--- src/rtl/lsu_pkg.sv ---
// lsu_pkg: shared definitions for the load/store unit.
//   - RV32I funct3 width/sign codes for loads and stores
//   - one-hot load-type codes driven on rmem (bit0..4 = LB,LH,LW,LBU,LHU)
//   - FSM state enum
//   - helper mapping a load funct3 to its rmem one-hot code
package lsu_pkg;

  localparam logic [2:0] F3_B  = 3'b000;
  localparam logic [2:0] F3_H  = 3'b001;
  localparam logic [2:0] F3_W  = 3'b010;
  localparam logic [2:0] F3_BU = 3'b100;
  localparam logic [2:0] F3_HU = 3'b101;

  localparam logic [4:0] RMEM_LB  = 5'b00001;
  localparam logic [4:0] RMEM_LH  = 5'b00010;
  localparam logic [4:0] RMEM_LW  = 5'b00100;
  localparam logic [4:0] RMEM_LBU = 5'b01000;
  localparam logic [4:0] RMEM_LHU = 5'b10000;

  typedef enum logic {
    IDLE      = 1'b0,
    LOAD_WAIT = 1'b1
  } lsu_state_t;

  // Undefined load codes map to zero so they can never strobe memory.
  function automatic logic [4:0] rmem_onehot(input logic [2:0] funct3);
    logic [4:0] code;
    code = '0;
    case (funct3)
      F3_B:    code = RMEM_LB;
      F3_H:    code = RMEM_LH;
      F3_W:    code = RMEM_LW;
      F3_BU:   code = RMEM_LBU;
      F3_HU:   code = RMEM_LHU;
      default: code = '0;
    endcase
    return code;
  endfunction

endpackage

--- src/rtl/lsu_load_ext.sv ---
// lsu_load_ext: combinational load-data extraction and extension.
// Ports:
//   funct3    in  3   registered load width/sign code
//   offset    in  2   registered byte offset within the word
//   load_data in  32  raw word returned by data memory
//   result    out 32  selected byte/halfword/word, sign- or zero-extended
module lsu_load_ext
  import lsu_pkg::*;
(
  input  logic [2:0]  funct3,
  input  logic [1:0]  offset,
  input  logic [31:0] load_data,
  output logic [31:0] result
);

  logic [7:0]  byte_sel;
  logic [15:0] half_sel;

  always_comb begin
    byte_sel = load_data[7:0];
    case (offset)
      2'd0:    byte_sel = load_data[7:0];
      2'd1:    byte_sel = load_data[15:8];
      2'd2:    byte_sel = load_data[23:16];
      default: byte_sel = load_data[31:24];
    endcase
    half_sel = offset[1] ? load_data[31:16] : load_data[15:0];
  end

  always_comb begin
    result = '0;
    case (funct3)
      F3_B:    result = {{24{byte_sel[7]}}, byte_sel};
      F3_H:    result = {{16{half_sel[15]}}, half_sel};
      F3_W:    result = load_data;
      F3_BU:   result = {24'd0, byte_sel};
      F3_HU:   result = {16'd0, half_sel};
      default: result = '0;
    endcase
  end

endmodule

--- src/rtl/lsu.sv ---
// lsu: RV32I load/store unit with a single-cycle memory read latency.
// Ports:
//   clk, rst_n             clock, synchronous active-low reset
//   req_valid/req_ready    upstream handshake
//   req_load/req_store     request type; req_funct3 width/sign code
//   req_addr/req_wdata     byte address and store data; req_rd load target
//   wmem                   byte write enables to data memory
//   rmem                   one-hot load type (LB,LH,LW,LBU,LHU)
//   mem_addr               word index into data memory
//   store_data             lane-replicated store data
//   load_data              memory read data, valid the cycle after rmem
//   wb_valid/wb_rd/wb_data load writeback, one-cycle pulse
//   misalign/bad_addr      fault pulse for misaligned or malformed requests
module lsu
  import lsu_pkg::*;
(
  input  logic        clk,
  input  logic        rst_n,
  input  logic        req_valid,
  output logic        req_ready,
  input  logic        req_load,
  input  logic        req_store,
  input  logic [2:0]  req_funct3,
  input  logic [31:0] req_addr,
  input  logic [31:0] req_wdata,
  input  logic [4:0]  req_rd,
  output logic [3:0]  wmem,
  output logic [4:0]  rmem,
  output logic [31:0] mem_addr,
  output logic [31:0] store_data,
  input  logic [31:0] load_data,
  output logic        wb_valid,
  output logic [4:0]  wb_rd,
  output logic [31:0] wb_data,
  output logic        misalign,
  output logic [31:0] bad_addr
);

  lsu_state_t  state;
  lsu_state_t  state_next;

  logic        accept;
  logic        fault;
  logic        do_load;
  logic        do_store;
  logic        addr_misaligned;
  logic        load_f3_ok;
  logic        store_f3_ok;

  logic [2:0]  ld_funct3;
  logic [1:0]  ld_offset;
  logic [4:0]  ld_rd;
  logic [31:0] ext_result;

  // Ready is also forced low while reset is held so nothing is accepted.
  assign req_ready = rst_n && (state == IDLE);
  assign accept    = req_valid && req_ready;
  assign mem_addr  = {2'b00, req_addr[31:2]};

  // Request classification
  always_comb begin
    load_f3_ok  = 1'b0;
    store_f3_ok = 1'b0;
    case (req_funct3)
      F3_B, F3_H, F3_W: begin
        load_f3_ok  = 1'b1;
        store_f3_ok = 1'b1;
      end
      F3_BU, F3_HU: load_f3_ok = 1'b1;
      default: begin
        load_f3_ok  = 1'b0;
        store_f3_ok = 1'b0;
      end
    endcase

    // funct3[1:0] encodes the width for both loads and stores.
    addr_misaligned = ((req_funct3[1:0] == 2'b01) && req_addr[0]) ||
                      ((req_funct3[1:0] == 2'b10) && (req_addr[1:0] != 2'b00));

    // Malformed requests (both types, undefined width) share the fault path.
    fault = (req_load || req_store) &&
            ((req_load && req_store) ||
             (req_load && !load_f3_ok) ||
             (req_store && !store_f3_ok) ||
             addr_misaligned);

    do_load  = accept && req_load && !fault;
    do_store = accept && req_store && !fault;
  end

  // Memory-side strobes and store lane replication
  always_comb begin
    wmem       = '0;
    rmem       = '0;
    store_data = req_wdata;

    case (req_funct3)
      F3_B:    store_data = {4{req_wdata[7:0]}};
      F3_H:    store_data = {2{req_wdata[15:0]}};
      default: store_data = req_wdata;
    endcase

    if (do_store) begin
      case (req_funct3)
        F3_B:    wmem = 4'b0001 << req_addr[1:0];
        F3_H:    wmem = req_addr[1] ? 4'b1100 : 4'b0011;
        default: wmem = '1;
      endcase
    end

    if (do_load) begin
      rmem = rmem_onehot(req_funct3);
    end
  end

  // FSM
  always_ff @(posedge clk) begin
    if (!rst_n) begin
      state <= IDLE;
    end else begin
      state <= state_next;
    end
  end

  always_comb begin
    state_next = state;
    case (state)
      IDLE:      if (do_load) state_next = LOAD_WAIT;
      LOAD_WAIT: state_next = IDLE;
      default:   state_next = IDLE;
    endcase
  end

  lsu_load_ext u_load_ext (
    .funct3    (ld_funct3),
    .offset    (ld_offset),
    .load_data (load_data),
    .result    (ext_result)
  );

  // Load context, writeback and fault reporting
  always_ff @(posedge clk) begin
    if (!rst_n) begin
      ld_funct3 <= '0;
      ld_offset <= '0;
      ld_rd     <= '0;
      wb_valid  <= 1'b0;
      wb_rd     <= '0;
      wb_data   <= '0;
      misalign  <= 1'b0;
      bad_addr  <= '0;
    end else begin
      if (do_load) begin
        ld_funct3 <= req_funct3;
        ld_offset <= req_addr[1:0];
        ld_rd     <= req_rd;
      end

      wb_valid <= (state == LOAD_WAIT);
      if (state == LOAD_WAIT) begin
        wb_rd   <= ld_rd;
        wb_data <= ext_result;
      end

      misalign <= accept && fault;
      if (accept && fault) begin
        bad_addr <= req_addr;
      end
    end
  end

endmodule

--- config.mk ---
export PLATFORM = sky130hd
export DESIGN_NAME = lsu
export DESIGN_NICKNAME = d
export VERILOG_FILES = /design/src/rtl/lsu_pkg.sv /design/src/rtl/lsu_load_ext.sv /design/src/rtl/lsu.sv
export SDC_FILE = /design/constraint.sdc
export NUM_CORES = 1
export LEC_CHECK = 0
export BUFFER_PORTS_ARGS = -buffer_cell sky130_fd_sc_hd__buf_2
export CAP_MARGIN = 20
export CORE_MARGIN = 2
export CORE_UTILIZATION = 45
export CTS_BUF_LIST = sky130_fd_sc_hd__clkbuf_2
export DETAILED_ROUTE_END_ITERATION = 12
export HOLD_SLACK_MARGIN = 0.06
export PLACE_DENSITY = 0.89
export SLEW_MARGIN = 0
export SYNTH_ARGS = -nofsm -noshare
export SYNTH_HDL_FRONTEND = slang
export SYNTH_SLANG_ARGS = --single-unit
--- constraint.sdc ---
create_clock -name clk -period 2.4 [get_ports clk]
set_clock_uncertainty 0.2 [all_clocks]
set_input_delay 0.36 -clock clk [delete_from_list [all_inputs] [get_ports clk]]
set_output_delay 0.36 -clock clk [all_outputs]
set_load 0.1 [all_outputs]
==> results by group, run 1 <==
Hold path
  – HP Start: req_load
  – Worst min-delay path class: in -> reg

Global route
  – Congestion Overflow GR: 0
  – Vias in the first global route: 4981
  – Global-route wire length before repair: 25.00 mm
  – Antenna violations before repair: 0
  – GRT Resource Usage Total: 31.14%
  – Pin count of the biggest net entering global routing: 51

Critical path
  – Crit path required time: 2.62 ns
  – Worst Setup SP: load_data[15]
  – Worst Setup End Kind: register
  – Crit path kind: in -> reg
  – Worst-path fanout max: 7
  – Worst EP arrival: 2.59 ns
  – RR Startpoint: ld_offset[0]
  – Type of origin of the critical path: primary input

STA
  – Slew margin rel.: 53.27%
  – Count of pins over their slew limit: 0
  – Post-layout min period: 2.367 ns
  – Final hold vios: 0
  – Min Hold Slack: 0.1469 ns
  – Period utilization: 98.62%
  – RSZ-0062 raised after global routing: true
  – Max Clk Rate: 0.4225 GHz
  – Endpoints failing setup: 0
  – Worst slew pin tran: 0.7010 ns

Synth
  – Syn_area_per_cell: 8.552 um2
  – Synthesis-stage register bit count: 82
  – Commonest register cell after synthesis: dfxtp_1
  – Sequential share of the synthesized area: 38.16%
  – EDFF count, synth: 0
  – Synth unique cells: 48
  – Cell Area, Synth: 4302 um2
  – Post-synthesis cell count: 503
  – Ys async rst share: 0%
  – Warnings from Yosys: 0

Final layout
  – NumNets Final: 892
  – Final Util: 74.01%
  – Multi-input logic area: 2359 um2
  – Register area: 1644 um2
  – Area grow syn2layout: 58.99%
  – Most frequent cells in the layout: buf_2, dfxtp_1, dlygate4sd3_1
  – Ant. Diodes: 0
  – Commonest non-fill, non-tap cell in the layout: buf_2
  – Share of cells above drive strength 1: 44.40%
  – Layout fillers: 642

Clocking
  – Clk_lat worst skew: 0.50 ns
  – Clk sinks: 82
  – CTS tree: yes
  – H-tree Lvls: 3
  – Clock Tree Buf Depth: 2
  – Reg clk slew, reported paths: 0.23 ns
  – Num CTS Buffers: 9
  – Clock Tree Root: clkbuf_2

Route
  – Post-DRT Antenna Nets: 0
  – DR pass1 iterations: 5
  – Routed WL: 16.76 mm
  – Top Metal Used: met4
  – Initial DRC count: 277
  – Post-DR vias/cell: 5.585
  – Routed vias: 5110
  – DR WL met2: 8.636 mm
  – Wire length on met3: 1.591 mm
  – M1 WL: 5.981 mm
  – WL per Instance: 18.32 um
  – DRC viols: 0

Die
  – Die area: 10360 um2
  – Initial core utilization: 46.55%
  – Die W: 101.8 um
  – Height of the die: 101.8 um
  – Core area: 9240 um2
  – Top Ports: 254
  – Cell Rows: 35

Power
  – Pwr dens: 546.8 nW/um2
  – Leakage Power: 3.035 nW
  – Maximum VDD drop: 0.4089 mV

Job
  – # Max-Cap Violations: 0

Place
  – Gpl congestion: 0.9492
  – PortBufs: 251
  – HPWL Detailed: 11.19 mm

Outcome
  – Status: complete, no violations
-- cells by family after synthesis --
| family | Yosys count | synth area share [%] |
|---|---|---|
| buffers and inverters | 89 | 12.22 |
| multiplexers | 37 | 11.14 |
| XOR/XNOR | 1 | 0.2036 |
| AND/OR/NAND/NOR | 119 | 13.58 |
| flip-flops | 82 | 38.16 |
| AO/OA/AOI/OAI | 174 | 24.61 |
| other | 1 | 0.08718 |
-- state kept, by name, summed over array words and instances, names as in the netlist --
| register | count |
|---|---|
| bad_addr | 32 |
| wb_valid | 1 |
| ld_offset | 2 |
| wb_rd | 5 |
| misalign | 1 |
| ld_funct3 | 3 |
| state | 1 |
| ld_rd | 5 |
| wb_data | 32 |
-- cells in the mapped netlist, types with 2 or more instances --
cell type,count,share of area [%]
buf_4,42,7.3
o21ai_1,10,1.2
buf_2,13,1.5
nor3b_1,2,0.35
a21boi_0,31,5.4
and2_1,2,0.29
a221oi_1,7,1.4
nand3_1,41,4.8
mux2_2,17,4.5
nor2_1,12,1.0
clkbuf_1,25,2.2
buf_6,2,0.52
and3_1,5,0.73
mux2i_1,13,3.0
nand2_1,38,3.3
nand4_1,2,0.29
a221o_1,2,0.47
inv_1,4,0.35
clkbuf_2,2,0.23
nor2b_1,6,0.87
a22oi_1,12,2.1
nor3_1,3,0.35
o2111a_1,2,0.52
mux4_2,7,3.7
o21ai_0,68,7.9
dfxtp_1,82,38
a21oi_1,32,3.7
-- report_power, final --
part	total [mW]	internal (mW)	switching (mW)	leakage (nW)
Sequential	1.42	1.40	0.0189	0.665
Combinational	1.51	0.404	1.10	2.30
Clock	0.812	0.334	0.478	0.0738
-- final cells by class --
class | count | share of cell area (%)
Timing Repair Buffer | 353 | 37.05
Multi-Input combinational cell | 333 | 34.49
Sequential cell | 82 | 24.04
Tap cell | 129 | 2.360
Clock inverter | 5 | 1.189
Clock buffer | 9 | 0.6586
Inverter | 4 | 0.2195
-- what timing repair did --
item                                    4_1_cts  5_1_grt
hold buffers                                 74        0
setup buffers                                 3        1
endpoints found under the hold margin        70        0
gates resized for setup                       6       10
endpoints found under the setup margin        8       14
pin swaps                                     2        1
-- stage by stage --
| step | TNS (ns) | area, um2 | total power, mW | instances | setup WS (ns) |
|---|---|---|---|---|---|
| 6_report | 0 | 6839 | 3.740 | 915 | 0.03324 |
| 5_1_grt | -0.5710 | 6839 | 3.869 | 915 | -0.09652 |
| 4_1_cts | -0.001763 | 6809 | 3.738 | 914 | -0.001763 |
| 3_5_place_dp | 0 | 5901 | 2.826 | 823 | 0.1268 |
| 3_3_place_gp | 0 | 5901 | 2.808 | 823 | 0.1889 |
| 2_1_floorplan | -0.7975 | 4512 | 2.529 | 504 | -0.1875 |
-- critical path, cell delays in order --
cell and delay [ns]:
dlygate4sd3_1 0.54, buf_2 0.16, mux4_2 0.50, and2_4 0.19, a221oi_1 0.20, dlygate4sd3_1 0.58, o21ai_0 0.07
-- worst paths after layout --
check                 end  slack, ns  cells after the start
min reg2reg   wb_data[25]       0.27                      2
max           wb_data[11]       0.03                      7
min          ld_offset[0]       0.15                      4
max reg2reg    wb_data[6]       0.14                      5
-- routing by layer --
metal  GRT usage, %  up-vias
met5              0        -
met4          13.31        0
met3          7.798       56
met2          55.26      364
met1          35.32     2370
li1               -     2320
(Power assumes the default switching activity.)
==> inputs of run 2 (changes only) <==
--- a/config.mk
+++ b/config.mk
@@ -11,6 +11,7 @@
 export CORE_UTILIZATION = 45
 export CTS_BUF_LIST = sky130_fd_sc_hd__clkbuf_2
 export DETAILED_ROUTE_END_ITERATION = 12
+export GPL_TIMING_DRIVEN = 0
 export HOLD_SLACK_MARGIN = 0.06
 export PLACE_DENSITY = 0.89
 export SLEW_MARGIN = 0
==> run 2 against run 1 <==
Compared with the run above: the flow now finishes with violations (setup timing); largest power group unchanged; worst hold slack got worse by 0.016 ns; critical path depth fell by 1; fmax shrank 3.9%; register-to-register slack gained 0.18 ns; highest routed layer unchanged.
==> results by group, run 2 (synthesis results as in run 1) <==
Critical path
  – Worst-path fanout max: 4
  – Crit path required time: 1.84 ns
  – Worst r2r dst: wb_data[9]
  – Slowest stage cell, crit path: dfxtp_2
  – Crit-path cells: nor2b_4 > buf_6 > o2111a_2 > and2_4 > and3_4 > buf_12
  – R2r setup slk: 0.32 ns
  – Critical path's top delay family: simple AND/OR/NAND/NOR gates
  – Worst Setup End Kind: output pin
  – R2R depth: 5
  – Max stage delay on crit path: 0.38 ns
  – Crit path kind: reg -> out
  – CP Buf/Inv Count: 2
  – RR Startpoint: ld_offset[1]
  – Type of origin of the critical path: register
  – Worst EP arrival: 1.90 ns

Final layout
  – Largest registers: bad_addr x32, wb_data x32
  – Share of cells above drive strength 1: 45.75%
  – Most frequent cells in the layout: buf_2, dfxtp_1, dlygate4sd3_1
  – NumNets Final: 953
  – Fin area: 7053 um2
  – Commonest non-fill, non-tap cell in the layout: buf_2
  – Final Util: 76.33%
  – Area grow syn2layout: 63.96%
  – Ant. Diodes: 0
  – Layout fillers: 643

Die
  – Initial core utilization: 46.55%
  – Top Ports: 254
  – Cell Rows: 35
  – Core area: 9240 um2
  – Die W: 101.8 um
  – Height of the die: 101.8 um
  – Die area: 10360 um2

Route
  – Initial DRC count: 275
  – WL per Instance: 18.11 um
  – Routed vias: 5387
  – DRC viols: 0
  – Routed WL: 17.70 mm
  – DR pass1 iterations: 7
  – Post-DR vias/cell: 5.514
  – Post-DRT Antenna Nets: 0

Global route
  – Antenna violations before repair: 0
  – Pin count of the biggest net entering global routing: 14
  – Vias in the first global route: 5203
  – GRT Resource Usage Total: 32.48%
  – Congestion Overflow GR: 0
  – Global-route wire length before repair: 26.14 mm

STA
  – Post-layout min period: 2.463 ns
  – Slew margin rel.: 34.37%
  – RSZ-0062 raised after global routing: true
  – Worst slew pin tran: 0.9769 ns
  – Max Clk Rate: 0.4059 GHz
  – Endpoints failing setup: 4
  – Final worst-path setup slack: -0.06338 ns
  – Final hold vios: 0
  – Period utilization: 102.6%
  – Count of pins over their slew limit: 0

Hold path
  – Hold path depth: 4
  – Worst min-delay path class: in -> reg
  – Min-Delay Endpoint: wb_data[7]
  – HP Start: load_data[7]

Power
  – Sw Ratio: 43.00%
  – Pwr dens: 534.1 nW/um2
  – Leakage Power: 3.198 nW
  – Maximum VDD drop: 0.3178 mV
  – Internal power: 2.147 mW
  – Clk network pwr share: 21.7%
  – Comb power frac: 40.6%
  – Part of the power in registers: 37.7%
  – Psw: 1.620 mW

Clocking
  – Reg clk slew, reported paths: 0.20 ns
  – CTS tree: yes
  – Num CTS Buffers: 9
  – Clk_lat worst skew: 0.53 ns
  – Clock Tree Buf Depth: 2
  – Clk sinks: 82
  – Clock Tree Root: clkbuf_2
  – H-tree Lvls: 3

Place
  – Placed cell areas: 5919 um2
  – HPWL Detailed: 12.34 mm
  – PortBufs: 249
  – Gpl congestion: 1.016

Outcome
  – Failing checks: setup timing
  – Status: complete, but fails checks

Job
  – # Max-Cap Violations: 0
[run 2: cell count changes in the layout (fill, tap and decap cells not counted), sizes merged]
cell	delta
buf	+39
dlymetal6s4s	-1
inv	+1
dlygate4sd3	-3
clkbuf	+26
clkinv	+1
clkinvlp	-1
[run 2: what timing repair did]
| action | 4_1_cts | 5_1_grt |
|---|---|---|
| endpoints found under the setup margin | 23 | 12 |
| setup buffers | 8 | 3 |
| pin swaps | 3 | 1 |
| hold buffers | 70 | 0 |
| endpoints found under the hold margin | 72 | 0 |
| resized for setup | 64 | 6 |
[run 2: per-layer routing]
layer  vias to the layer above  GRT usage [%]  share of wire (%)
met5                         -              0                  0
met4                         0          11.12                3.4
met3                        52          7.798                8.5
met2                       342          60.98                 52
met1                      2546          35.36                 36
li1                       2447              -                  -
[run 2: power groups by stage]
| stage | logic (mW) | clock network (mW) | registers [mW] |
|---|---|---|---|
| final | 1.53 | 0.817 | 1.42 |
| after global routing | 1.58 | 0.887 | 1.42 |
| after CTS | 1.50 | 0.837 | 1.42 |
| after detailed placement | 1.38 | 0 | 1.45 |
| after global placement | 1.37 | 0 | 1.44 |
| after floorplan | 0.856 | 0 | 1.67 |
[run 2: area by class of cell]
type	instances	area, um2	share of cell area, %
inverters	4	15.01	0.2129
repair buffers	330	2198	31.17
well taps	129	161.4	2.288
flip-flops and latches	82	1643	23.29
plain buffers	84	549.3	7.788
clock buffers	9	45.04	0.6386
clock inverters	6	81.33	1.153
multi-input cells	333	2360	33.46
[run 2: worst max path at each step]
| stage | from | end | slack [ns] | depth (start not counted) |
|---|---|---|---|---|
| 6_report | state | rmem[4] | -0.06 | 6 |
| 5_1_grt | state | rmem[4] | -0.20 | 6 |
| 4_1_cts | state | rmem[1] | -0.21 | 7 |
| 3_5_place_dp | req_funct3[1] | wmem[3] | -0.38 | 7 |
| 3_3_place_gp | req_funct3[1] | wmem[2] | -0.34 | 7 |
| 2_1_floorplan | req_funct3[1] | wmem[0] | -0.19 | 6 |
[run 2: through the flow]
step,setup slack [ns],instances,hold slack [ns],TNS [ns],power [mW]
2_1_floorplan,-0.1875,504,0.2356,-0.7975,2.529
3_3_place_gp,-0.3358,882,0.2339,-3.963,2.810
3_5_place_dp,-0.3842,882,0.2435,-3.757,2.826
4_1_cts,-0.2076,975,0.07598,-0.9562,3.758
5_1_grt,-0.1998,977,0.1023,-1.289,3.892
6_report,-0.06338,977,0.1309,-0.1200,3.767
[run 2: worst min-delay path, delay by kind of cell]
kind	cells	cell delay, ns
AOI/OAI and AO/OA	3	0.35
buffers and inverters	1	0.10
==> inputs of run 3 (changes only) <==
--- a/config.mk
+++ b/config.mk
@@ -7,14 +7,14 @@
 export LEC_CHECK = 0
 export BUFFER_PORTS_ARGS = -buffer_cell sky130_fd_sc_hd__buf_2
 export CAP_MARGIN = 20
+export CORE_ASPECT_RATIO = 0.8
 export CORE_MARGIN = 2
 export CORE_UTILIZATION = 45
 export CTS_BUF_LIST = sky130_fd_sc_hd__clkbuf_2
 export DETAILED_ROUTE_END_ITERATION = 12
 export GPL_TIMING_DRIVEN = 0
 export HOLD_SLACK_MARGIN = 0.06
-export PLACE_DENSITY = 0.89
-export SLEW_MARGIN = 0
+export PLACE_DENSITY = 0.92
 export SYNTH_ARGS = -nofsm -noshare
 export SYNTH_HDL_FRONTEND = slang
 export SYNTH_SLANG_ARGS = --single-unit
==> run 3 against run 2 <==
Compared with the run above: the flow still finishes with violations (setup timing); clock power is 5.9% lower; wire length is 0.40% lower; critical path depth stayed put; sequential power hardly changed.
==> results by group, run 3 (synthesis results as in run 1) <==
Outcome
  – Status: complete, but fails checks
  – Failing checks: setup timing

Die
  – Core area: 9154 um2
  – Top Ports: 254
  – Height of the die: 91.45 um
  – Die area: 10360 um2
  – Cell Rows: 31
  – Initial core utilization: 46.99%
  – Die W: 113.3 um

Critical path
  – R2r setup slk: 0.14 ns
  – Slowest stage cell, crit path: dfxtp_4
  – Worst Setup End Kind: output pin
  – RR Startpoint: state
  – Worst r2r dst: bad_addr[25]
  – R2R depth: 9
  – Worst path depth: 6
  – Worst-path fanout max: 4
  – Worst EP arrival: 2.04 ns
  – Crit path required time: 1.84 ns
  – Critical path's top delay family: simple AND/OR/NAND/NOR gates
  – Crit-path cells: nor2b_4 > buf_6 > o2111a_2 > and2_4 > and3_4 > buf_12
  – Worst Setup SP: state
  – Type of origin of the critical path: register
  – Max stage delay on crit path: 0.42 ns
  – CP Buf/Inv Count: 2
  – Crit path capture: rmem[4]
  – Crit path kind: reg -> out

Clocking
  – Num CTS Buffers: 9
  – CTS tree: yes
  – H-tree Lvls: 3
  – Clk sinks: 82
  – Reg clk slew, reported paths: 0.27 ns
  – Clk_lat worst skew: 0.56 ns
  – Clock Tree Root: clkbuf_2
  – Clock Tree Buf Depth: 2

Global route
  – Antenna violations before repair: 1
  – Congestion Overflow GR: 0
  – GRT Resource Usage Total: 32.97%
  – Global-route wire length before repair: 26.98 mm
  – Vias in the first global route: 5312
  – Pin count of the biggest net entering global routing: 16

Final layout
  – Final Util: 77.35%
  – Commonest non-fill, non-tap cell in the layout: buf_2
  – Most frequent cells in the layout: buf_2, dfxtp_1, dlygate4sd3_1
  – Area grow syn2layout: 64.60%
  – Filler-free cell count of the finished design: 970
  – Largest registers: bad_addr x32, wb_data x32
  – NumNets Final: 958
  – Share of cells above drive strength 1: 46.02%

STA
  – Worst slew pin tran: 1.006 ns
  – Slew margin rel.: 32.38%
  – Post-layout min period: 2.596 ns
  – Final worst-path setup slack: -0.1964 ns
  – Endpoints failing setup: 10
  – Count of pins over their slew limit: 0
  – Setup TNS: -1.359 ns
  – Period utilization: 108.2%
  – Final hold vios: 0
  – Max Clk Rate: 0.3851 GHz
  – RSZ-0062 raised after global routing: true

Power
  – Psw: 1.656 mW
  – Leakage Power: 3.208 nW
  – Comb power frac: 41.2%
  – Final Power: 3.720 mW
  – Clk network pwr share: 20.7%
  – Internal power: 2.064 mW
  – Sw Ratio: 44.51%
  – Part of the power in registers: 38.1%
  – Pwr dens: 525.4 nW/um2
  – Maximum VDD drop: 0.4364 mV

Place
  – Dpl ws: -0.3708 ns
  – Placed cell count: 868
  – PortBufs: 249
  – HPWL Detailed: 10.93 mm
  – Gpl congestion: 0.9289

Route
  – DR pass1 iterations: 5
  – Post-DR vias/cell: 5.681
  – Routed WL: 17.63 mm
  – Routed vias: 5511
  – WL per Instance: 18.17 um
  – Post-DRT Antenna Nets: 0
  – Initial DRC count: 485
  – DRC viols: 0

Job
  – # Max-Cap Violations: 0

Hold path
  – Worst min-delay path class: in -> reg
[run 3: cell count changes in the layout (fill, tap and decap cells not counted), sizes merged]
cell	before	now
buf	318	320
dlygate4sd3	70	72
bufinv	2	1
clkbuf	35	36
clkinvlp	0	1
diode	0	1
inv	5	6
[run 3: final cells by class]
| cell class | instances | area (um2) |
|---|---|---|
| inverter | 4 | 15.01 |
| antenna | 1 | 2.502 |
| fill | 610 | 2073 |
| tap | 115 | 143.9 |
| sequential | 82 | 1645 |
| clock inverter | 7 | 76.32 |
| clock buffer | 9 | 45.04 |
| multi-input combinational | 333 | 2365 |
| timing repair buffer | 335 | 2237 |
| buffer | 84 | 550.5 |
[run 3: how the worst min path moves through the flow]
stage          slack [ns]          start  cells after the start           to
2_1_floorplan        0.24       ld_rd[0]                      2     ld_rd[0]
3_3_place_gp         0.23    wb_data[20]                      2  wb_data[20]
3_5_place_dp         0.24    wb_data[27]                      2  wb_data[27]
4_1_cts              0.06    req_addr[0]                      4  bad_addr[0]
5_1_grt              0.08  req_funct3[1]                      4  bad_addr[0]
6_report             0.12    req_addr[0]                      4  bad_addr[0]
[run 3: stage by stage]
step	cell area [um2]	hold slack [ns]
2_1_floorplan	4512	0.2356
5_1_grt	7081	0.08170
3_3_place_gp	5902	0.2312
4_1_cts	7027	0.06390
6_report	7081	0.1165
3_5_place_dp	5902	0.2379
[run 3: power by group through the flow]
stage                     Clock (mW)  Combinational (mW)  Sequential, mW
after floorplan                    0               0.856            1.67
after global placement             0                1.35            1.44
after detailed placement           0                1.36            1.44
after CTS                      0.767                1.49            1.42
after global routing           0.842                1.58            1.42
final                          0.769                1.53            1.42
[run 3: routing by layer]
layer	global-route usage, %	wire length, um
met5	0	0
met4	19.41	1185
met3	7.210	1371
met2	55.99	8547
met1	38.04	6523
[run 3: repair_timing]
action                                 4_1_cts  5_1_grt
setup buffers                               10        4
hold buffers                                72        0
resized for setup                           60        7
endpoints found under the hold margin       73        0
pin swaps                                    3        2
setup endpoints to repair                   26       14
[run 3: worst register-to-register path: cells and delay by family, from the launching register on]
family	cells	cell delay, ns
flops	1	0.42
compound gates	2	0.46
simple gates	2	0.26
buf+inv	5	0.84
